[src/rtl/pll_reconfig_ctrl_pkg.sv]
// -----------------------------------------------------------------------------
// pll_reconfig_ctrl_pkg
// Shared definitions for the PLL reconfiguration controller:
//   - controller FSM state enum
//   - PLL dynamic setting widths (divider selects 6 bits, phase/duty 4 bits)
//   - setting values applied on reset
//   - small constant helper for counter sizing
// -----------------------------------------------------------------------------
package pll_reconfig_ctrl_pkg;

  localparam int unsigned SEL_W = 6;
  localparam int unsigned DA_W  = 4;

  localparam logic [SEL_W-1:0] RST_IDSEL  = '0;
  localparam logic [SEL_W-1:0] RST_FBDSEL = '0;
  localparam logic [SEL_W-1:0] RST_ODSEL  = '0;
  localparam logic [DA_W-1:0]  RST_PSDA   = '0;
  localparam logic [DA_W-1:0]  RST_DUTYDA = 4'b1000;

  typedef enum logic [2:0] {
    RST_HOLD,
    WAIT_LOCK,
    STABLE,
    RUN,
    FAIL
  } pll_state_e;

  function automatic int unsigned max3(input int unsigned a,
                                       input int unsigned b,
                                       input int unsigned c);
    int unsigned m;
    m = (a > b) ? a : b;
    return (m > c) ? m : c;
  endfunction

endpackage

[src/rtl/pll_reconfig_ctrl_sync_2ff.sv]
// -----------------------------------------------------------------------------
// sync_2ff
// Two-flop synchroniser bringing an asynchronous level into the i_clk domain.
// Ports:
//   i_clk  - destination clock
//   i_rst  - synchronous active-high reset (clears both stages)
//   i_d    - asynchronous input level
//   o_q    - synchronised output (two i_clk cycles of latency)
// -----------------------------------------------------------------------------
module sync_2ff (
  input  logic i_clk,
  input  logic i_rst,
  input  logic i_d,
  output logic o_q
);

  logic r_meta;
  logic r_sync;

  always_ff @(posedge i_clk) begin
    if (i_rst) begin
      r_meta <= 1'b0;
      r_sync <= 1'b0;
    end else begin
      r_meta <= i_d;
      r_sync <= r_meta;
    end
  end

  assign o_q = r_sync;

endmodule

[src/rtl/pll_reconfig_ctrl.sv]
// -----------------------------------------------------------------------------
// pll_reconfig_ctrl
// Sequences PLL reset, lock acquisition, lock qualification and dynamic
// reconfiguration. Retries lock a limited number of times before parking in
// FAIL; a new configuration request restarts the sequence from either RUN or
// FAIL.
// Parameters:
//   RST_CYCLES    - cycles pll_reset is held high per reset pulse
//   LOCK_TIMEOUT  - max cycles waiting for lock after reset release
//   STABLE_CYCLES - consecutive synchronised-lock cycles before clk_ok
//   MAX_RETRY     - timeouts tolerated before entering FAIL
// Ports:
//   clkin, reset                  - fabric clock, synchronous active-high reset
//   cfg_valid / cfg_ready         - configuration request handshake
//   cfg_idsel/fbdsel/odsel/psda/dutyda - requested settings
//   pll_lock                      - PLL LOCK (asynchronous)
//   pll_reset, pll_reset_p        - PLL RESET / RESET_P
//   pll_idsel/fbdsel/odsel/psda/dutyda - registered settings to the PLL
//   clk_ok                        - PLL clocks valid
//   busy, fail, retry_cnt         - status
//   lock_loss_cnt                 - saturating lock-loss count, only present
//                                   when PLL_LOCK_LOSS_CNT_EN is defined
// -----------------------------------------------------------------------------
module pll_reconfig_ctrl
  import pll_reconfig_ctrl_pkg::*;
#(
  parameter int unsigned RST_CYCLES    = 16,
  parameter int unsigned LOCK_TIMEOUT  = 65535,
  parameter int unsigned STABLE_CYCLES = 1024,
  parameter int unsigned MAX_RETRY     = 3
) (
  input  logic             clkin,
  input  logic             reset,
  input  logic             cfg_valid,
  output logic             cfg_ready,
  input  logic [SEL_W-1:0] cfg_idsel,
  input  logic [SEL_W-1:0] cfg_fbdsel,
  input  logic [SEL_W-1:0] cfg_odsel,
  input  logic [DA_W-1:0]  cfg_psda,
  input  logic [DA_W-1:0]  cfg_dutyda,
  input  logic             pll_lock,
  output logic             pll_reset,
  output logic             pll_reset_p,
  output logic [SEL_W-1:0] pll_idsel,
  output logic [SEL_W-1:0] pll_fbdsel,
  output logic [SEL_W-1:0] pll_odsel,
  output logic [DA_W-1:0]  pll_psda,
  output logic [DA_W-1:0]  pll_dutyda,
  output logic             clk_ok,
`ifdef PLL_LOCK_LOSS_CNT_EN
  output logic [7:0]       lock_loss_cnt,
`endif
  output logic             busy,
  output logic             fail,
  output logic [1:0]       retry_cnt
);

  localparam int unsigned CNT_MAX = max3(RST_CYCLES, LOCK_TIMEOUT, STABLE_CYCLES);
  localparam int unsigned CNT_W   = $clog2(CNT_MAX + 1);

  localparam logic [CNT_W-1:0] RST_LAST = CNT_W'(RST_CYCLES - 1);
  localparam logic [CNT_W-1:0] TO_LAST  = CNT_W'(LOCK_TIMEOUT - 1);
  localparam logic [CNT_W-1:0] STB_LAST = CNT_W'(STABLE_CYCLES - 1);
  // retry_cnt is 2 bits wide, so larger limits collapse onto its maximum
  localparam logic [1:0] RETRY_LIMIT = (MAX_RETRY > 3) ? 2'd3 : 2'(MAX_RETRY);

  pll_state_e       r_state;
  pll_state_e       w_state_nxt;
  logic [CNT_W-1:0] r_cnt;
  logic [CNT_W-1:0] w_cnt_nxt;
  logic [CNT_W-1:0] w_cnt_inc;
  logic [1:0]       r_retry;
  logic [1:0]       w_retry_nxt;
  logic [1:0]       w_retry_inc;
  logic             w_lock_s;
  logic             w_accept;

  logic [SEL_W-1:0] r_idsel;
  logic [SEL_W-1:0] r_fbdsel;
  logic [SEL_W-1:0] r_odsel;
  logic [DA_W-1:0]  r_psda;
  logic [DA_W-1:0]  r_dutyda;

`ifdef PLL_LOCK_LOSS_CNT_EN
  logic [7:0]       r_loss_cnt;
  logic             w_lock_loss;
`endif

  sync_2ff u_lock_sync (
    .i_clk (clkin),
    .i_rst (reset),
    .i_d   (pll_lock),
    .o_q   (w_lock_s)
  );

  assign w_cnt_inc   = (r_cnt == '1) ? r_cnt : r_cnt + 1'b1;
  assign w_retry_inc = (r_retry == '1) ? r_retry : r_retry + 2'd1;

  // Status decode
  always_comb begin
    pll_reset = (r_state == RST_HOLD) || (r_state == FAIL);
    busy      = (r_state == RST_HOLD) || (r_state == WAIT_LOCK) || (r_state == STABLE);
    clk_ok    = (r_state == RUN);
    fail      = (r_state == FAIL);
    cfg_ready = (r_state == RUN) || (r_state == FAIL);
  end

  assign pll_reset_p = pll_reset;
  assign w_accept    = cfg_valid && cfg_ready;

  // Next-state / counter logic
  always_comb begin
    w_state_nxt = r_state;
    w_cnt_nxt   = r_cnt;
    w_retry_nxt = r_retry;
`ifdef PLL_LOCK_LOSS_CNT_EN
    w_lock_loss = 1'b0;
`endif
    unique case (r_state)
      RST_HOLD: begin
        if (r_cnt >= RST_LAST) begin
          w_state_nxt = WAIT_LOCK;
          w_cnt_nxt   = '0;
        end else begin
          w_cnt_nxt = w_cnt_inc;
        end
      end
      WAIT_LOCK: begin
        if (w_lock_s) begin
          w_state_nxt = STABLE;
          w_cnt_nxt   = '0;
        end else if (r_cnt >= TO_LAST) begin
          w_cnt_nxt = '0;
          if (r_retry >= RETRY_LIMIT) begin
            w_state_nxt = FAIL;
          end else begin
            w_state_nxt = RST_HOLD;
            w_retry_nxt = w_retry_inc;
          end
        end else begin
          w_cnt_nxt = w_cnt_inc;
        end
      end
      STABLE: begin
        if (!w_lock_s) begin
          w_state_nxt = WAIT_LOCK;
          w_cnt_nxt   = '0;
        end else if (r_cnt >= STB_LAST) begin
          w_state_nxt = RUN;
          w_cnt_nxt   = '0;
          w_retry_nxt = '0;
        end else begin
          w_cnt_nxt = w_cnt_inc;
        end
      end
      RUN: begin
        if (!w_lock_s) begin
          w_state_nxt = RST_HOLD;
          w_cnt_nxt   = '0;
`ifdef PLL_LOCK_LOSS_CNT_EN
          // a request arriving with the loss restarts anyway; not a loss event
          w_lock_loss = !w_accept;
`endif
        end
      end
      FAIL: begin
        w_state_nxt = FAIL;
      end
      default: begin
        w_state_nxt = RST_HOLD;
        w_cnt_nxt   = '0;
      end
    endcase
    // An accepted request overrides any lock-loss outcome in the same cycle
    if (w_accept) begin
      w_state_nxt = RST_HOLD;
      w_cnt_nxt   = '0;
      w_retry_nxt = '0;
    end
  end

  always_ff @(posedge clkin) begin
    if (reset) begin
      r_state <= RST_HOLD;
      r_cnt   <= '0;
      r_retry <= '0;
    end else begin
      r_state <= w_state_nxt;
      r_cnt   <= w_cnt_nxt;
      r_retry <= w_retry_nxt;
    end
  end

  // Settings only move on acceptance, at the same edge pll_reset rises
  always_ff @(posedge clkin) begin
    if (reset) begin
      r_idsel  <= RST_IDSEL;
      r_fbdsel <= RST_FBDSEL;
      r_odsel  <= RST_ODSEL;
      r_psda   <= RST_PSDA;
      r_dutyda <= RST_DUTYDA;
    end else if (w_accept) begin
      r_idsel  <= cfg_idsel;
      r_fbdsel <= cfg_fbdsel;
      r_odsel  <= cfg_odsel;
      r_psda   <= cfg_psda;
      r_dutyda <= cfg_dutyda;
    end
  end

  assign pll_idsel  = r_idsel;
  assign pll_fbdsel = r_fbdsel;
  assign pll_odsel  = r_odsel;
  assign pll_psda   = r_psda;
  assign pll_dutyda = r_dutyda;
  assign retry_cnt  = r_retry;

`ifdef PLL_LOCK_LOSS_CNT_EN
  always_ff @(posedge clkin) begin
    if (reset) begin
      r_loss_cnt <= '0;
    end else if (w_lock_loss && (r_loss_cnt != '1)) begin
      r_loss_cnt <= r_loss_cnt + 8'd1;
    end
  end

  assign lock_loss_cnt = r_loss_cnt;
`endif

endmodule

[config.mk]
export PLATFORM = sky130hd
export DESIGN_NAME = pll_reconfig_ctrl
export DESIGN_NICKNAME = d
export VERILOG_FILES = /design/src/rtl/pll_reconfig_ctrl_pkg.sv /design/src/rtl/pll_reconfig_ctrl_sync_2ff.sv /design/src/rtl/pll_reconfig_ctrl.sv
export SDC_FILE = /design/constraint.sdc
export NUM_CORES = 1
export LEC_CHECK = 0
export ABC_AREA = 1
export CAP_MARGIN = 20
export CORE_MARGIN = 8
export CORE_UTILIZATION = 30
export CTS_CLUSTER_SIZE = 14
export DETAILED_ROUTE_END_ITERATION = 12
export GPL_ROUTABILITY_DRIVEN = 0
export HOLD_SLACK_MARGIN = 0.03
export PLACE_DENSITY_LB_ADDON = 0.1
export SLEW_MARGIN = 20
export SYNTH_ARGS = -nofsm -noshare
export SYNTH_HDL_FRONTEND = slang
export SYNTH_HIERARCHICAL = 1
export SYNTH_SLANG_ARGS = --single-unit
[constraint.sdc]
create_clock -name clkin -period 1.7 [get_ports clkin]
set_input_delay 0.17 -clock clkin [delete_from_list [all_inputs] [get_ports clkin]]
set_output_delay 0.17 -clock clkin [all_outputs]
set_load 0.02 [all_outputs]
# After elaboration in Yosys (flattened, before gate mapping)
# Cells that the tools add are included.
# totals
wordCells	67
input_bits	30
regBits	49
# classes
n_addsub	2
magnitude_cmp	4
reduce_logical	11
n_bitwise	1
n_eq_ne	16
mux	23
# op_table
operator	count
$mux 16	7
$pmux 16 s5	1
$mux 3	7
$add 16x1->16 const B	1
$eq 16x16->1 const B	1
$ge 16x10->1 const B	1
$ge 16x16->1 const B	1
$ge 16x4->1 const B	1
$pmux 3 s5	1
$mux 2	6
$ne 2x1->1 const B	4
$ne 2x2->1 const B	4
$reduce_and 7->1	1
$eq 3x2->1 const B	2
$logic_or 1x1->1	4
$pmux 2 s2	1
$reduce_and 4->1	1
$eq 3x1->1 const B	1
$eq 3x3->1 const B	1
$logic_not 3->1	1
$ne 3x1->1 const B	1
$ne 3x3->1 const B	1
$add 2x1->2 const B	1
$eq 2x2->1 const B	1
6 further kinds	6

# Depth between registers and ports, before layout
# Gate-level depths: netlist of the first run.
# logic_depth
depth_word	6
ltp_mapped	12
ltp_nobuf	12

# By module
# The synthesis of the first run kept the hierarchy.
# modules_own_cells
mod	instances	area_per_inst_um2	cells_per_inst	seq_area_each_um2
pll_reconfig_ctrl	1	2397.3	363	940.9
sync_2ff	1	55.1	6	40.0

# Least setup slack after synthesis of the first run
# OpenSTA, ideal clock, no wires.
# synth_path
path_kind	register to register
start	register r_state[0]
end	register r_cnt[10]
slack_ns	0.042
setup_time_ns	0.115
required_time_ns	1.585
stages_incl_launch_ff	10
arrival_ns	1.542
cell_sequence	dfxtp_1 > nor2_4 > inv_1 > a21oi_2 > nand2_4 > nand2_2 > inv_2 > nand2_2 > buf_6 > nor2_1
# synth_between
elab_chain_cells	4
elab_cells_between_ends	12
classes_between	eq/ne (5); mux (1); bitwise (1); reduce/logical (5)
# synth_lines
item	line_no	text
from (decl)	pll_reconfig_ctrl.sv:67	pll_state_e r_state;
from (signal assigned)	pll_reconfig_ctrl.sv:188	r_state <= w_state_nxt;
$eq 3x2->1 or $eq 3x3->1 (tied branches)	pll_reconfig_ctrl.sv:105	cfg_ready = (r_state == RUN) || (r_state == FAIL);
$logic_or 1x1->1 *	pll_reconfig_ctrl.sv:105	
via cfg_ready	pll_reconfig_ctrl.sv:35	output logic cfg_ready,
$logic_and 1x1->1 *	pll_reconfig_ctrl.sv:109	assign w_accept = cfg_valid && cfg_ready;
$reduce_or 2->1 (no line) *	-	
to (signal assigned)	pll_reconfig_ctrl.sv:189	r_cnt <= w_cnt_nxt;
to (decl)	pll_reconfig_ctrl.sv:69	logic [CNT_W-1:0] r_cnt;
# Mark *: on every way through the listed nets, which the timed path passes. The rest lies on a longest branch.
# A chain may end at the register's enable or synchronous reset.

# Worst setup path after layout of the first run
# layout_path
start	register r_state[0]
end	output port pll_reset_p
# layout_between
elab_chain_cells	2
elab_cells_between_ends	3
classes_between	eq/ne (1); reduce/logical (2)
# layout_lines
item	line_no	text
$eq 3x3->1 or $logic_not 3->1 (tied branches)	pll_reconfig_ctrl.sv:101	pll_reset = (r_state == RST_HOLD) || (r_state == FAIL);
$logic_or 1x1->1 *	pll_reconfig_ctrl.sv:101	
to (decl)	pll_reconfig_ctrl.sv:43	output logic pll_reset_p,
# Mark *: on every way between the ends. The rest lies on a longest branch, timed or not.

==> results of run 1 <==
==> layer usage <==
layer  vias to the layer above  global-route usage
met4                         0             0.02714
met2                        62              0.1899
met3                         4             0.06292
li1                       1304                   -
met5                         -                   0
met1                      1051              0.1414
==> area by class of cell <==
type | count | share of cell area
clock inverter | 2 | 0.01126
inverter | 33 | 0.03634
timing repair buffer | 83 | 0.2253
clock buffer | 6 | 0.02108
tap | 105 | 0.03815
sequential | 49 | 0.2871
multi-input combinational | 278 | 0.3808
==> synthesized netlist by cell type, drive strengths merged <==
library cell | count | area share
o21bai | 3 | 0.0092
o22ai | 1 | 0.0026
xor2 | 6 | 0.021
nand2 | 133 | 0.22
dfxtp | 49 | 0.40
buf | 7 | 0.022
a21oi | 34 | 0.072
nand4 | 2 | 0.0051
clkinv | 1 | 0.0020
nor3 | 2 | 0.0041
or2 | 1 | 0.0026
a21o | 1 | 0.0031
clkbuf | 2 | 0.0031
nor2 | 67 | 0.11
nand3 | 22 | 0.049
ha | 3 | 0.015
inv | 32 | 0.049
o21ai | 3 | 0.0061
==> stage by stage <==
step                std cells  instance area, um2
floorplan                 369                2452
global placement          548                3302
detailed placement        548                3302
CTS                       556                3416
global route              556                3443
finish                    556                3443
==> how the worst min path moves through the flow <==
stage | start | endpoint | slack, ns | cells after the start
finish | pll_lock | u_lock_sync/r_meta | 0.38 | 3
global route | pll_lock | u_lock_sync/r_meta | 0.38 | 3
CTS | pll_lock | u_lock_sync/r_meta | 0.37 | 3
detailed placement | u_lock_sync/r_meta | u_lock_sync/o_q | 0.39 | 2
global placement | u_lock_sync/r_meta | u_lock_sync/o_q | 0.39 | 2
floorplan | reset | u_lock_sync/r_meta | 0.24 | 1
==> report_power, final <==
group / switching, W / internal [W]
combinational: 0.000536 / 0.000392
sequential: 0.0000928 / 0.00123
clock: 0.000398 / 0.000442
total: 0.00103 / 0.00207
==> sequential cells by signal, summed over array words and instances (netlist names) <==
register / cells
pll_idsel: 6
pll_psda: 4
r_cnt: 16
r_state: 3
retry_cnt: 2
pll_fbdsel: 6
u_lock_sync/r_meta: 1
u_lock_sync/o_q: 1
pll_odsel: 6
pll_dutyda: 4
==> cells by family (layout without fill, tap and decap cells) <==
kind of cell	count (synthesis)	count (layout)	synth area share
adders and majority gates	3	3	0.01531
AOI/OAI and AO/OA	42	42	0.09337
and+or+nand+nor	227	227	0.3934
buffers and inverters	42	124	0.07653
DFF	49	49	0.4000
xor gates and xnor gates	6	6	0.02143
==> critical path: cells and delay by family (launching register included) <==
family	cells	cell delay, ns
and+or+nand+nor	1	0.14
DFF	1	0.37
buffers and inverters	1	0.62
==> timing repair <==
item | in CTS | in global routing
setup endpoints to repair | 14 | 21
hold buffers | 0 | 0
gates resized for setup | 7 | 14
==> results.tsv, run 1 <==
stage	metric	value	unit
clocking	path_clk_slew	0.09	ns
yosys	ys_seq_area_frac	0.4000	
global_route	grt_pass1_wl	11.25	mm
detailed_routing	routed_wl	6.697	mm
placement	portBuffers	63	
clocking	cts_max_level	2	
clocking	tritoncts	yes	
critical_path	cp.arrival	1.43	ns
die	die_h	106.4	um
run_status	status	complete, no violations	
detailed_routing	dr_wl_met2	2.859	mm
cells_and_area	drive_above_1_share	0.1486	
detailed_routing	wl_met3	713	um
critical_path	crit_chain	nor2_4 -> clkdlybuf4s50_1	
timing	fin_setup_tns	0	ns
detailed_routing	antenna_left	0	
detailed_routing	top_layer	met4	
global_route	grt_util_all_layers	0.1203	
clocking	cts.path.max_buffers	2	
critical_path	rr_endpoint	r_cnt[4]	
detailed_routing	wl_per_cell	12.04	um
yosys	yosys_warnings	6	
pwr	peakVddDrop	0.3685	mV
cells_and_area	regArea	988.4	um2
cells_and_area	layout_commonest_cell	nand2_1	
global_route	grt_max_degree	28	
yosys	syn_nets	402	
cells_and_area	layout_common_cells	121 x nand2_1, 59 x clkdlybuf4s50_1, 55 x nor2_1	
die	core-area	8051	um2
cells_and_area	fillers	881	
critical_path	worstPathRequired	1.53	ns
die	dieArea	11320	um2
timing	fin_ws	0.09861	ns
cells_and_area	area_delta_synth_final	40.41	%
critical_path	r2r_cells	8	
pwr	power_density	898.7	nW/um2
detailed_routing	first_pass_iters	4	
timing	relSlewSlack	0.8027	
die	die_w	106.4	um
timing	worst_pin_slew	0.2960	ns
timing	finalMaxSlewViolations	0	
critical_path	crit_path_start	r_state[0]	
pwr	total_power	0.003094	W
yosys	syn_inst	369	
critical_path	crit_end	pll_reset_p	
critical_path	max_stage_delay	0.62	ns
cells_and_area	antenna_cells	0	
yosys	ys_types	28	
timing	setup-violations-final	0	
cells_and_area	multi_input_area	1311	um2
placement	pre_cts_slack	-0.02386	ns
global_route	antenna_found_initial	0	
die	io_pins	64	
timing	skew	0.007906	ns
timing	period_share	0.9420	
critical_path	cp_slowest_cell	clkdlybuf4s50_1	
yosys	synthesis.area	2452	um2
critical_path	r2r_start	r_cnt[1]	
yosys	synth_area_per_cell	6.646	um2
clocking	clkLatencyLatePin	0.30	ns
cells_and_area	post-route-util	0.4277	
critical_path	worst_setup_path_end_kind	output pin	
pwr	leakage	1.383	nW
clocking	cts-root-buf	clkbuf_8	
critical_path	r2r_setup_slack	0.13	ns
global_route	grt.overflow.total	0	
die	rows	33	
timing	max_freq	624.5	MHz
placement	dp_hpwl	5.157	mm
hold_path	hp-class	input port to flop	
detailed_routing	vias_per_cell	4.354	
die	start_util	0.3046	
clocking	numCtsBuffers	5	
clocking	clock_sinks	49	
yosys	ys_seq_elements	49	
timing	report.final.hold_viol_count	0	
clocking	post_cts_buffers	0	
detailed_routing	drt_iter0_markers	66	
timing	rsz0062_at_grt	no	
detailed_routing	drc	0	
critical_path	crit_path_start_kind	flop	
global_route	grt_pass1_vias	2505	
timing	whs	0.3751	ns
critical_path	path_max_fanout	5	
detailed_routing	num_vias	2421	
critical_path	crit_type	flop to output pin	
cells_and_area	layout.nets	483	
timing	final.min_clock_period	1.601	ns
run	maxCapViolCount	0	
detailed_routing	met1_length	3.078	mm
Power figures use the tool's default switching activity.
==> run 2, diff against run 1 <==
--- a/config.mk
+++ b/config.mk
@@ -7,7 +7,7 @@
 export LEC_CHECK = 0
 export ABC_AREA = 1
 export CAP_MARGIN = 20
-export CORE_MARGIN = 8
+export CORE_MARGIN = 4
 export CORE_UTILIZATION = 30
 export CTS_CLUSTER_SIZE = 14
 export DETAILED_ROUTE_END_ITERATION = 12
==> results.tsv, run 2 (synthesis gave the netlist of run 1 again) <==
stage	metric	value	unit	change
cells_and_area	antenna_cells	0		unchanged
timing	max_freq	627.7	MHz	was 624.5 MHz
critical_path	worstPathRequired	1.53	ns	about the same
placement	place_area	3311	um2	was 3302 um2
global_route	grt_util_all_layers	0.1395		was 0.1203
pwr	peakVddDrop	0.4710	mV	was 0.3685 mV
die	io_pins	64		unchanged
timing	period_share	0.9371		was 0.9420
timing	relSlewSlack	0.7888		was 0.8027
critical_path	r2r_setup_slack	0.13	ns	about the same
cells_and_area	drive_above_1_share	0.1504		was 0.1486
clocking	cts.path.max_buffers	2		unchanged
detailed_routing	drt_iter0_markers	76		was 66
critical_path	crit_chain	nor2_4 -> clkdlybuf4s50_1		unchanged
cells_and_area	final_area	3473	um2	was 3443 um2
clocking	clock_sinks	49		unchanged
clocking	clkLatencyLatePin	0.30	ns	about the same
run	maxCapViolCount	0		unchanged
detailed_routing	wl_per_cell	11.95	um	was 12.04 um
detailed_routing	first_pass_iters	4		unchanged
global_route	grt_pass1_vias	2415		was 2505
critical_path	cp_slowest_cell	clkdlybuf4s50_1		unchanged
critical_path	cp.arrival	1.42	ns	was 1.43 ns
global_route	grt.overflow.total	0		unchanged
die	core-area	7848	um2	was 8051 um2
cells_and_area	layout_commonest_cell	nand2_1		unchanged
die	die_h	98.41	um	was 106.4 um
critical_path	crit_family	buffers and inverters		unchanged
timing	final.min_clock_period	1.593	ns	was 1.601 ns
pwr	power_density	907.2	nW/um2	was 898.7 nW/um2
cells_and_area	layout_common_cells	121 x nand2_1, 59 x clkdlybuf4s50_1, 55 x nor2_1		unchanged
cells_and_area	fin_cells	554		was 556
die	die_w	98.41	um	was 106.4 um
timing	skew	0.009642	ns	was 0.007906 ns
placement	dp_hpwl	4.953	mm	was 5.157 mm
timing	setup-violations-final	0		unchanged
hold_path	hp-class	input port to flop		unchanged
critical_path	crit_path_start_kind	flop		unchanged
critical_path	path_max_fanout	5		unchanged
cells_and_area	largest_reg_flops	16		unchanged
global_route	grt_max_degree	28		unchanged
detailed_routing	routed_wl	6.618	mm	was 6.697 mm
critical_path	path_depth	2		unchanged
critical_path	max_stage_delay	0.62	ns	about the same
placement	portBuffers	63		unchanged
die	dieArea	9685	um2	was 11320 um2
detailed_routing	antenna_left	0		unchanged
die	start_util	0.3125		was 0.3046
critical_path	worst_setup_path_end_kind	output pin		unchanged
pwr	leakage	1.399	nW	was 1.383 nW
clocking	post_cts_buffers	0		unchanged
hold_path	holdPathStages	3		unchanged
die	rows	32		was 33
cells_and_area	top_register	r_cnt		unchanged
clocking	tritoncts	yes		unchanged
cells_and_area	layout.nets	484		was 483
clocking	cts-root-buf	clkbuf_8		unchanged
detailed_routing	drc	0		unchanged
critical_path	r2r_cells	10		was 8
clocking	path_clk_slew	0.10	ns	was 0.09 ns
critical_path	crit_type	flop to output pin		unchanged
timing	rsz0062_at_grt	no		unchanged
critical_path	critical_path_buf_inv_count	1		unchanged
timing	worst_pin_slew	0.3156	ns	was 0.2960 ns
run_status	status	complete, no violations		unchanged
global_route	antenna_found_initial	0		unchanged
timing	whs	0.3823	ns	was 0.3751 ns
clocking	cts_max_level	2		unchanged
cells_and_area	area_delta_synth_final	41.63	%	was 40.41%
timing	report.final.hold_viol_count	0		unchanged
timing	fin_setup_tns	0	ns	unchanged
timing	finalMaxSlewViolations	0		unchanged
detailed_routing	num_vias	2463		was 2421
placement	dp_cells	545		was 548
detailed_routing	vias_per_cell	4.446		was 4.354
clocking	numCtsBuffers	5		unchanged
global_route	grt_pass1_wl	11.23	mm	was 11.25 mm
==> run 2: report_power, final <==
part	internal [W]	leakage [nW]	switching, W
registers	0.00123	0.398	0.0000917
clock network	0.000442	0.0585	0.000417
logic	0.000406	0.942	0.000562
==> run 2: final cells by class <==
cell class	instances	area, um2
timing repair buffer	83	792.0
clock buffer	5	68.82
sequential	49	988.4
fill	863	4374
clock inverter	3	43.79
tap	102	127.6
multi-input combinational	279	1328
inverter	33	125.1
==> run 2: layer usage <==
layer / share of wire / vias up / GRT usage
met5: 0 / - / 0
met4: 0.020 / 0 / 0.04517
met3: 0.079 / 9 / 0.06157
met2: 0.43 / 57 / 0.2064
met1: 0.48 / 1088 / 0.1822
li1: - / 1309 / -
==> run 2: worst paths after layout <==
path | end | from
min reg2reg | u_lock_sync/o_q | u_lock_sync/r_meta
min | u_lock_sync/r_meta | pll_lock
max | pll_reset | r_state[0]
max reg2reg | retry_cnt[1] | r_cnt[1]
==> run 2: what timing repair did <==
action                     4_1_cts  5_1_grt
gates cloned                     0        1
resized for setup                7       15
pin swaps                        0        1
hold buffers                     0        0
setup endpoints to repair       14       22
==> run 2: metrics by stage <==
step | setup slack [ns] | power [W] | util
4_1_cts | 0.009356 | 0.003111 | 0.4370
6_report | 0.1070 | 0.003151 | 0.4426
5_1_grt | 0.009530 | 0.003364 | 0.4426
3_3_place_gp | 0.03278 | 0.002226 | 0.4219
3_5_place_dp | -0.01134 | 0.002232 | 0.4219
2_1_floorplan | 0.04249 | 0.001933 | -
==> run 2: worst register-to-register path: stages (launching register included) <==
cell and delay, ns:
dfxtp_2 0.38, ha_1 0.22, nand3_2 0.14, nor2_4 0.11, nand2_1 0.07, buf_4 0.14, nand2_1 0.05, nand2_1 0.05
nand2_1 0.12, nand3_1 0.09, a21oi_1 0.14
